--- src/rtl/sub_sched_pkg.sv ---
// Shared defaults and result types for the shared-subtractor scheduler.
package sub_sched_pkg;

    localparam int WIDTH_DEF = 8;
    localparam int NREQ_DEF  = 4;
    localparam int IDW_DEF   = $clog2(NREQ_DEF);
    localparam int CNTW_DEF  = 16;

    typedef logic [WIDTH_DEF-1:0] operand_t;
    typedef logic [IDW_DEF-1:0]   req_id_t;

    typedef struct packed {
        operand_t diff;
        logic     co;
        req_id_t  id;
    } rsp_t;

endpackage

--- src/rtl/sub_share_sched_rr_arbiter.sv ---
// Round-robin priority pick: first requester at or after ptr, wrapping modulo NREQ.
module rr_arbiter #(
    parameter int NREQ = 4,
    parameter int IDW  = $clog2(NREQ)
) (
    input  logic [NREQ-1:0] req,
    input  logic [IDW-1:0]  ptr,
    input  logic            en,
    output logic [NREQ-1:0] gnt,
    output logic [IDW-1:0]  idx
);

    logic           found_s;
    logic [IDW-1:0] cand_s;

    // Scan ptr, ptr+1, ... ; IDW-bit addition wraps because NREQ is a power of two.
    always_comb begin
        gnt     = '0;
        idx     = '0;
        found_s = 1'b0;
        cand_s  = '0;
        for (int i = 0; i < NREQ; i++) begin
            cand_s = ptr + IDW'(i);
            if (en && !found_s && req[cand_s]) begin
                gnt[cand_s] = 1'b1;
                idx         = cand_s;
                found_s     = 1'b1;
            end else begin
                found_s = found_s;
            end
        end
    end

endmodule

--- src/rtl/sub_share_sched.sv ---
// Time-shares one subtractor among NREQ requesters with round-robin grants
// and a single registered, ID-tagged result slot.
module sub_share_sched
    import sub_sched_pkg::*;
#(
    parameter int WIDTH = WIDTH_DEF,
    parameter int NREQ  = NREQ_DEF,
    parameter int IDW   = $clog2(NREQ),
    parameter int CNTW  = CNTW_DEF
) (
    input  logic                  clk,
    input  logic                  rst,
    input  logic [NREQ-1:0]       req_valid,
    output logic [NREQ-1:0]       req_ready,
    input  logic [NREQ*WIDTH-1:0] req_a,
    input  logic [NREQ*WIDTH-1:0] req_b,
    input  logic [NREQ-1:0]       req_ci,
    output logic                  rsp_valid,
    input  logic                  rsp_ready,
    output logic [WIDTH-1:0]      rsp_diff,
    output logic                  rsp_co,
    output logic [IDW-1:0]        rsp_id,
    output logic [CNTW-1:0]       op_count
);

    logic [IDW-1:0]   rr_ptr_r;
    logic             can_issue_s;
    logic             arb_en_s;
    logic             accept_s;
    logic [NREQ-1:0]  gnt_s;
    logic [IDW-1:0]   gnt_idx_s;
    logic [WIDTH-1:0] sel_a_s;
    logic [WIDTH-1:0] sel_b_s;
    logic             sel_ci_s;
    logic [WIDTH:0]   sub_s;

    // The slot can take a new result when empty or when it drains this cycle.
    assign can_issue_s = !rsp_valid || rsp_ready;
    assign arb_en_s    = can_issue_s && !rst;

    rr_arbiter #(
        .NREQ (NREQ),
        .IDW  (IDW)
    ) u_arb (
        .req (req_valid),
        .ptr (rr_ptr_r),
        .en  (arb_en_s),
        .gnt (gnt_s),
        .idx (gnt_idx_s)
    );

    assign req_ready = gnt_s;
    assign accept_s  = |(req_valid & gnt_s);

    // Route the granted operands into the single shared subtractor.
    always_comb begin
        sel_a_s  = req_a[gnt_idx_s*WIDTH +: WIDTH];
        sel_b_s  = req_b[gnt_idx_s*WIDTH +: WIDTH];
        sel_ci_s = req_ci[gnt_idx_s];
        sub_s    = {1'b0, sel_a_s} - {1'b0, sel_b_s} - {{WIDTH{1'b0}}, sel_ci_s};
    end

    // Output slot, accept counter and round-robin pointer.
    always_ff @(posedge clk or posedge rst) begin
        if (rst) begin
            rsp_valid <= 1'b0;
            rsp_diff  <= '0;
            rsp_co    <= 1'b0;
            rsp_id    <= '0;
            op_count  <= '0;
            rr_ptr_r  <= '0;
        end else if (accept_s) begin
            rsp_valid <= 1'b1;
            rsp_diff  <= sub_s[WIDTH-1:0];
            rsp_co    <= sub_s[WIDTH];
            rsp_id    <= gnt_idx_s;
            op_count  <= op_count + CNTW'(1'b1);
            rr_ptr_r  <= gnt_idx_s + IDW'(1'b1);
        end else if (rsp_ready) begin
            rsp_valid <= 1'b0;
        end else begin
            rsp_valid <= rsp_valid;
        end
    end

endmodule

--- config.mk ---
export PLATFORM = sky130hd
export DESIGN_NAME = sub_share_sched
export DESIGN_NICKNAME = d
export VERILOG_FILES = /design/src/rtl/sub_sched_pkg.sv /design/src/rtl/sub_share_sched_rr_arbiter.sv /design/src/rtl/sub_share_sched.sv
export SDC_FILE = /design/constraint.sdc
export NUM_CORES = 1
export LEC_CHECK = 0
export ABC_CLOCK_PERIOD_IN_PS = 5900
export CAP_MARGIN = 20
export CORE_UTILIZATION = 40
export CTS_BUF_LIST = sky130_fd_sc_hd__clkbuf_4 sky130_fd_sc_hd__clkbuf_8
export CTS_CLUSTER_SIZE = 40
export DETAILED_ROUTE_END_ITERATION = 12
export GPL_TIMING_DRIVEN = 0
export PLACE_DENSITY = 0.8
export SLEW_MARGIN = 25
export SYNTH_ARGS = -nofsm -noshare
export SYNTH_HDL_FRONTEND = slang
export SYNTH_SLANG_ARGS = --single-unit
--- constraint.sdc ---
create_clock -name clk -period 5.9 [get_ports clk]
set_clock_uncertainty 0.2 [all_clocks]
set_input_delay 1.18 -clock clk [delete_from_list [all_inputs] [get_ports clk]]
set_output_delay 1.18 -clock clk [all_outputs]
set_load 0.01 [all_outputs]
# Word level (Yosys, flattened, before mapping)
# Index checks and enable logic that the tools add are counted.
[totals]
out_inout_bits = 32
reg_bits = 30
[classes]
add_sub_neg = 7
shift = 2
n_lt_le_gt_ge = 9
mux = 31
n_reduce_logical = 20
bitwise = 4
[ops]
columns = ["op", "count"]
rows = [
  ["indexed part select 32 x 6 -> 8 bit", 2],
  ["adder 16 x 1 -> 16 bit (second input constant)", 1],
  ["two-way mux 4 bit", 4],
  ["less-than comparator 2 x 3 -> 1 bit (second input constant)", 5],
  ["two-way mux 1 bit", 14],
  ["logical AND 1 bit", 12],
  ["bitwise OR 4 bit", 3],
  ["binary-select mux 1 bit (select 2 bit)", 5],
  ["subtractor 8 x 8 -> 9 bit", 1],
  ["subtractor 9 x 1 -> 9 bit", 1],
  ["demux 1 bit (select 2 bit)", 4],
  ["greater-or-equal comparator 2 x 1 -> 1 bit (second input constant)", 4],
  ["two-way mux 2 bit", 4],
  ["zero test 1 bit", 5],
  ["adder 2 x 1 -> 2 bit (second input constant)", 2],
  ["adder 2 bit (second input constant)", 2],
  ["AND 4 bit", 1],
  ["OR reduction 4 bit", 1],
  ["nonzero test 2 bit", 1],
  ["logical OR 1 bit", 1],
]

# Longest topological paths before layout
[depth]
word_depth = 20
depth_mapped = 23
mapped_depth_nobuf = 19

# By module
# A second synthesis with hierarchy kept.
[unflattened]
cells_unflattened = 262
hier_area_um2 = 2668.8
[modules_own_cells]
columns = ["mod", "cells_per_inst", "area_each_um2", "seq_area_each_um2", "n_inst"]
rows = [
  ["sub_share_sched", 199, 2137.0, 750.7, 1],
  ["rr_arbiter", 63, 531.8, 0.0, 1],
]

# Least setup slack after synthesis
# OpenSTA, ideal clock, no wires.
[synth_path]
path_kind = "input port to flip-flop"
start = "input req_valid[1]"
end = "register rsp_co"
arrival_ps = 4914
slack_ps = 660
required_ps = 5574
stages = 20
path_cell_list = "buf_2 > inv_1 > mux4_2 > or4_4 > o211ai_1 > clkbuf_1 > buf_2 > nand2_1 > nand3_1 > nand2_1 > fa_1 > fa_1 > nand2_1 > a21oi_1 > o21bai_1 > a21o_1 > a21o_1 > a21oi_1 > xnor2_1 > a21oi_1"
[synth_between]
elab_chain_len = 19
elab_cells_between_ends = 40
classes_between = "add/sub (2); shift (2); mux (21); bitwise (4); reduce/logical (11)"
[synth_lines]
columns = ["item", "line_no", "source"]
rows = [
  ["start, declared", "sub_share_sched.sv:13", "input logic [NREQ-1:0] req_valid,"],
  ["binary-select mux 1 bit (select 2 bit)", "sub_share_sched_rr_arbiter.sv:24", "if (en && !found_s && req[cand_s]) begin"],
  ["two-way mux 1 bit (implied by the code)", "sub_share_sched_rr_arbiter.sv:24", ""],
  ["logical AND 1 bit", "sub_share_sched_rr_arbiter.sv:24", ""],
  ["two-way mux 1 bit", "sub_share_sched_rr_arbiter.sv:24", ""],
  ["zero test 1 bit", "sub_share_sched_rr_arbiter.sv:24", ""],
  ["logical AND 1 bit (2 in series)", "sub_share_sched_rr_arbiter.sv:24", ""],
  ["two-way mux 1 bit", "sub_share_sched_rr_arbiter.sv:24", ""],
  ["zero test 1 bit", "sub_share_sched_rr_arbiter.sv:24", ""],
  ["logical AND 1 bit (2 in series)", "sub_share_sched_rr_arbiter.sv:24", ""],
  ["two-way mux 1 bit", "sub_share_sched_rr_arbiter.sv:24", ""],
  ["zero test 1 bit", "sub_share_sched_rr_arbiter.sv:24", ""],
  ["logical AND 1 bit (2 in series)", "sub_share_sched_rr_arbiter.sv:24", ""],
  ["two-way mux 2 bit", "sub_share_sched_rr_arbiter.sv:24", ""],
  ["indexed part select 32 x 6 -> 8 bit, or another cell as far along", "sub_share_sched.sv:57", "sel_a_s = req_a[gnt_idx_s*WIDTH +: WIDTH];"],
  ["subtractor 8 x 8 -> 9 bit or two-way mux 1 bit (tied branches)", "sub_share_sched.sv:60, sub_share_sched.sv:59", ""],
  ["subtractor 9 x 1 -> 9 bit", "sub_share_sched.sv:60", "sub_s = {1'b0, sel_a_s} - {1'b0, sel_b_s} - {{WIDTH{1'b0}}, sel_ci_s};"],
  ["end signal, assigned", "sub_share_sched.sv:75", "rsp_co <= sub_s[WIDTH];"],
  ["end, declared", "sub_share_sched.sv:21", "output logic rsp_co,"],
]
# Several ways; a longest one is shown, not always the timed one. The select of a mux whose other input is x is not followed.
# A chain may end at the register's enable or synchronous reset.

# Worst setup path in the final report
[layout_path]
start = "input req_valid[2]"
end = "register rsp_co"
# The elaborated chain is that of the path after synthesis.

==> results.md <==
Floorplanning:
- The height of the chip is 86.47 um.
- In this run the horizontal extent of the chip is 86.47 um.
- The area enclosed by the die boundary is 0.007477 sq mm.
- For this configuration, the core starts out at a cell density of 0.4178.
- Pin placement for this block handled 107 I/O pins.
- In this run the standard cell core region covers 0.006832 sq mm.
- The number of rows created at floorplan is 30.

Timing:
- The final-report max-slew violation count is 0.
- The slew at the pin closest to its max-slew limit is 0.6423 ns.
- Setup repair after global routing left no endpoint under its margin.
- Dividing the final minimum period by the clock period gives 0.9652.
- The final hold violation count is 0.
- After routing, the total negative slack on setup checks comes to 0 ns.
- Based on the critical path, the design can be clocked at up to 175.6 MHz.
- In this run the tightest slew margin relative to its limit is 0.5681.
- Setup violations remaining at the end of the flow were counted as 0.
- The time the worst path needs with I/O delays and setup is 5.695 ns.
- The minimum hold slack is 0.2757 ns.

GRT:
- The total routing resource utilization after global routing is 0.2176.
- The wire length of the first global-routing pass is 13,010 um.
- The via count of the first global-routing pass was 2,964.
- The peak-usage layer in the global routing report is met2.
- The maximum number of pins on one net before global-route repair is 31.
- The initial antenna violation count is 0.
- The met1 capacity usage during global routing is 0.2546.
- For met3 alone, demand over resource in global routing was 0.03810.
- For this run, global-route usage on met2 was measured as 0.4040.
- The total congestion overflow after global routing is 0.

Final layout:
- The number of antenna diodes in the final layout is 0.
- The area growth from synthesis to final layout is 46.08%.
- The multi-input combinational cell area is 0.001929 sq mm.
- Counting the fill cells in the layout gives 612.
- The area occupied by registers is 750.7 sq um.
- At the end of the flow, the number of nets in the layout was 557.
- Of the cells placed in the final design, the portion with a size suffix greater than 1 is 0.09130.

Synth:
- Synthesis produced 347 cells.
- The number of distinct library cells after synthesis is 55.
- The average size of a mapped cell is 8.225 sq um.
- Of the synthesized area, sequential elements account for 0.2630.
- In this run, synthesis produced a sequential element count of 30.
- The library cell with the largest summed area after synthesis is dfrtp_1.
- Counting flops with a built-in enable in the synthesized netlist gives 0.
- Yosys printed 0 warnings.
- In the synthesized netlist the async set-or-reset flop fraction comes to 1.000.
- The number of nets produced by synthesis is 445.
- Summing every instance area after synthesis gives 0.002854 sq mm.
- For this run, the leading register cell type out of synthesis is dfrtp_1.
- The share of synthesized area in the top cell type comes to 0.2630.
- By area the synthesized netlist is led by dfrtp_1 (26%), ha_1 (9.2%), nand2_1 (7.4%), xnor2_1 (5.5%), mux2i_1 (4.9%).

Critical path:
- Of all nets on the critical path, the largest fanout is 10.
- The type of element capturing the critical path is a flip-flop.
- The worst setup path is launched from an input port.
- The signal arrival time at the worst endpoint is 5.65 ns.
- At the worst endpoint, the required time is 5.86 ns.
- The critical path is of the input port to flip-flop type.

Status:
- The flow ran to the end, and the final reports show no timing, DRC or antenna violations.

CTS:
- The quantity of hold-fixing buffers added after cts is 0.
- The clock input transition at the sequential cells of the worst setup and hold paths is 0.06 ns.
- The clock passes through at most 2 buffers.
- CTS saw 30 sinks.
- The clock latency on the worst-skew pair is 0.29 ns.
- The number of H-tree levels is 2.
- Buffers inserted during clock tree synthesis total 5.
- Clock tree synthesis selected as its root buffer the cell clkbuf_8.
- TritonCTS built the clock tree.

Route:
- In the routed layout, each cell is associated on average with a via count of 5.390.
- The routed wire length is 8169 um.
- The number of DRC markers in iteration 0 is 165.
- The routed layout has 2,997 vias.
- The first-pass iteration count of the detailed router is 4.
- In the routed design, unresolved DRC markers number 0.
- Dividing the detail-routed wire length by the instance count gives 14.69 um.
- The detail route stage leaves a number of antenna-violating nets equal to 0.

Power:
- The reported leakage power is 1.827 nW.
- The overall power is 2.194 mW.
- The worst-case vdd ir drop is 0.2233 mV.
- The ratio of total power to cell area is 526.3 mW/mm^2.

Placed design:
- Routability-driven placement finished with a final weighted congestion of 0.8988.
- The number of I/O port buffers is 104.
- Detailed placement finished with a half-perimeter wire length of 6342 um.

Worst hold path:
- The worst hold path belongs to the class flip-flop to flip-flop.

Run:
- The tool flagged a number of max-cap violations equal to 0.
cell families after synthesis:
logic type      Yosys count  synth area share
mux                      17           0.06883
xor+xnor                 20           0.06138
flops                    30            0.2630
buf+inv                  45           0.07584
compound gates           73            0.1868
simple gates            139            0.2381
fa+ha+maj                23            0.1061
metal layers:
layer	vias up	wire length, um	part of all wire
li1	1458	-	-
met2	144	4091	0.50
met4	0	161	0.020
met5	-	0	0
met3	19	557	0.068
met1	1376	3359	0.41
power breakdown:
part	switching, mW	leakage, nW	internal (mW)	total (mW)
Combinational	0.919	1.40	0.772	1.69
Clock	0.0790	0.0472	0.0936	0.173
Sequential	0.0577	0.378	0.274	0.331
Total	1.06	1.83	1.14	2.19
cells in the mapped netlist, types with 3 or more instances:
master / n
nand2_1: 56
dfrtp_1: 30
nand3_1: 23
inv_1: 22
ha_1: 21
a21oi_1: 18
xnor2_1: 18
nor2_1: 17
mux2i_1: 14
and2_1: 12
clkbuf_1: 10
a211oi_1: 9
and3_1: 7
nand4_1: 7
nand3b_1: 6
o21ai_0: 6
a21o_1: 5
buf_2: 5
buf_6: 5
o2111ai_1: 5
a31oi_1: 4
o311ai_0: 3
critical path, stage by stage:
cell,delay [ns]
clkdlybuf4s50_1,0.48
inv_1,0.07
mux4_2,0.55
or4_4,0.58
o211ai_1,0.22
clkbuf_4,0.33
mux2i_1,0.23
a21oi_1,0.12
fa_1,0.46
fa_1,0.45
nand2_1,0.10
a21oi_1,0.10
o21bai_1,0.17
a21o_1,0.17
a21o_1,0.12
a21oi_1,0.07
xnor2_1,0.14
a21oi_1,0.09
registers in the layout (all words and copies together), names as in the netlist:
register,cells
rr_ptr_r,2
op_count,16
rsp_id,2
rsp_co,1
rsp_diff,8
rsp_valid,1
final timing paths:
path / from / to / slack [ns] / cells after the start
min reg2reg: op_count[15] / op_count[15] / 0.28 / 1
max: req_valid[2] / rsp_co / 0.21 / 18
min: op_count[15] / op_count[15] / 0.28 / 1
max in group asynchronous: rst / op_count[15] / 3.86 / 2
max reg2reg: rr_ptr_r[1] / rsp_co / 0.38 / 19
min in group asynchronous: rst / rsp_valid / 1.22 / 2
stage by stage:
| step | setup slack, ns | instances | utilization | cell area [sq um] |
|---|---|---|---|---|
| 2_1_floorplan | 0.6600 | 347 | - | 2854 |
| 3_3_place_gp | -0.2430 | 547 | 0.5877 | 4015 |
| 3_5_place_dp | -0.4710 | 547 | 0.5877 | 4015 |
| 4_1_cts | 0.005479 | 555 | 0.6022 | 4114 |
| 5_1_grt | 0.006287 | 556 | 0.6103 | 4169 |
| 6_report | 0.2053 | 556 | 0.6103 | 4169 |
cell type report:
cell class / count / share of cell area
Clock buffer: 6 / 0.01981
Tap cell: 96 / 0.02881
Clock inverter: 2 / 0.003001
Multi-Input combinational cell: 272 / 0.4628
Sequential cell: 30 / 0.1801
Inverter: 24 / 0.02221
Timing Repair Buffer: 105 / 0.2515
Buffer: 21 / 0.03181
repair_timing:
| item | 4_1_cts | 5_1_grt |
|---|---|---|
| setup endpoints to repair | 2 | 3 |
| resized for setup | 2 | 18 |
| pin swaps | 1 | 1 |
| setup buffers | 0 | 1 |
| gates cloned | 0 | 0 |
cells in the final DEF, fill, tap and decap left out, types with 3 or more instances in the layout:
cell             synthesis  routed
dfrtp_1                 30      30
mux2i_1                 14      13
clkbuf_1                10       7
xnor2_1                 18      18
nand4_1                  7       7
nand2_1                 56      56
nor2_1                  17      17
a21o_1                   5       5
a211oi_1                 9       7
ha_1                    21      21
a31oi_1                  4       4
clkdlybuf4s50_1          0     104
buf_2                    5       5
buf_6                    5       5
clkbuf_8                 0       6
o21ai_0                  6       6
a21oi_1                 18      18
nand3b_1                 6       6
o2111ai_1                5       3
inv_1                   22      21
a211oi_2                 1       3
and2_1                  12      12
nand3_1                 23      23
and3_1                   7       7
Power figures use the tool's default switching activity.
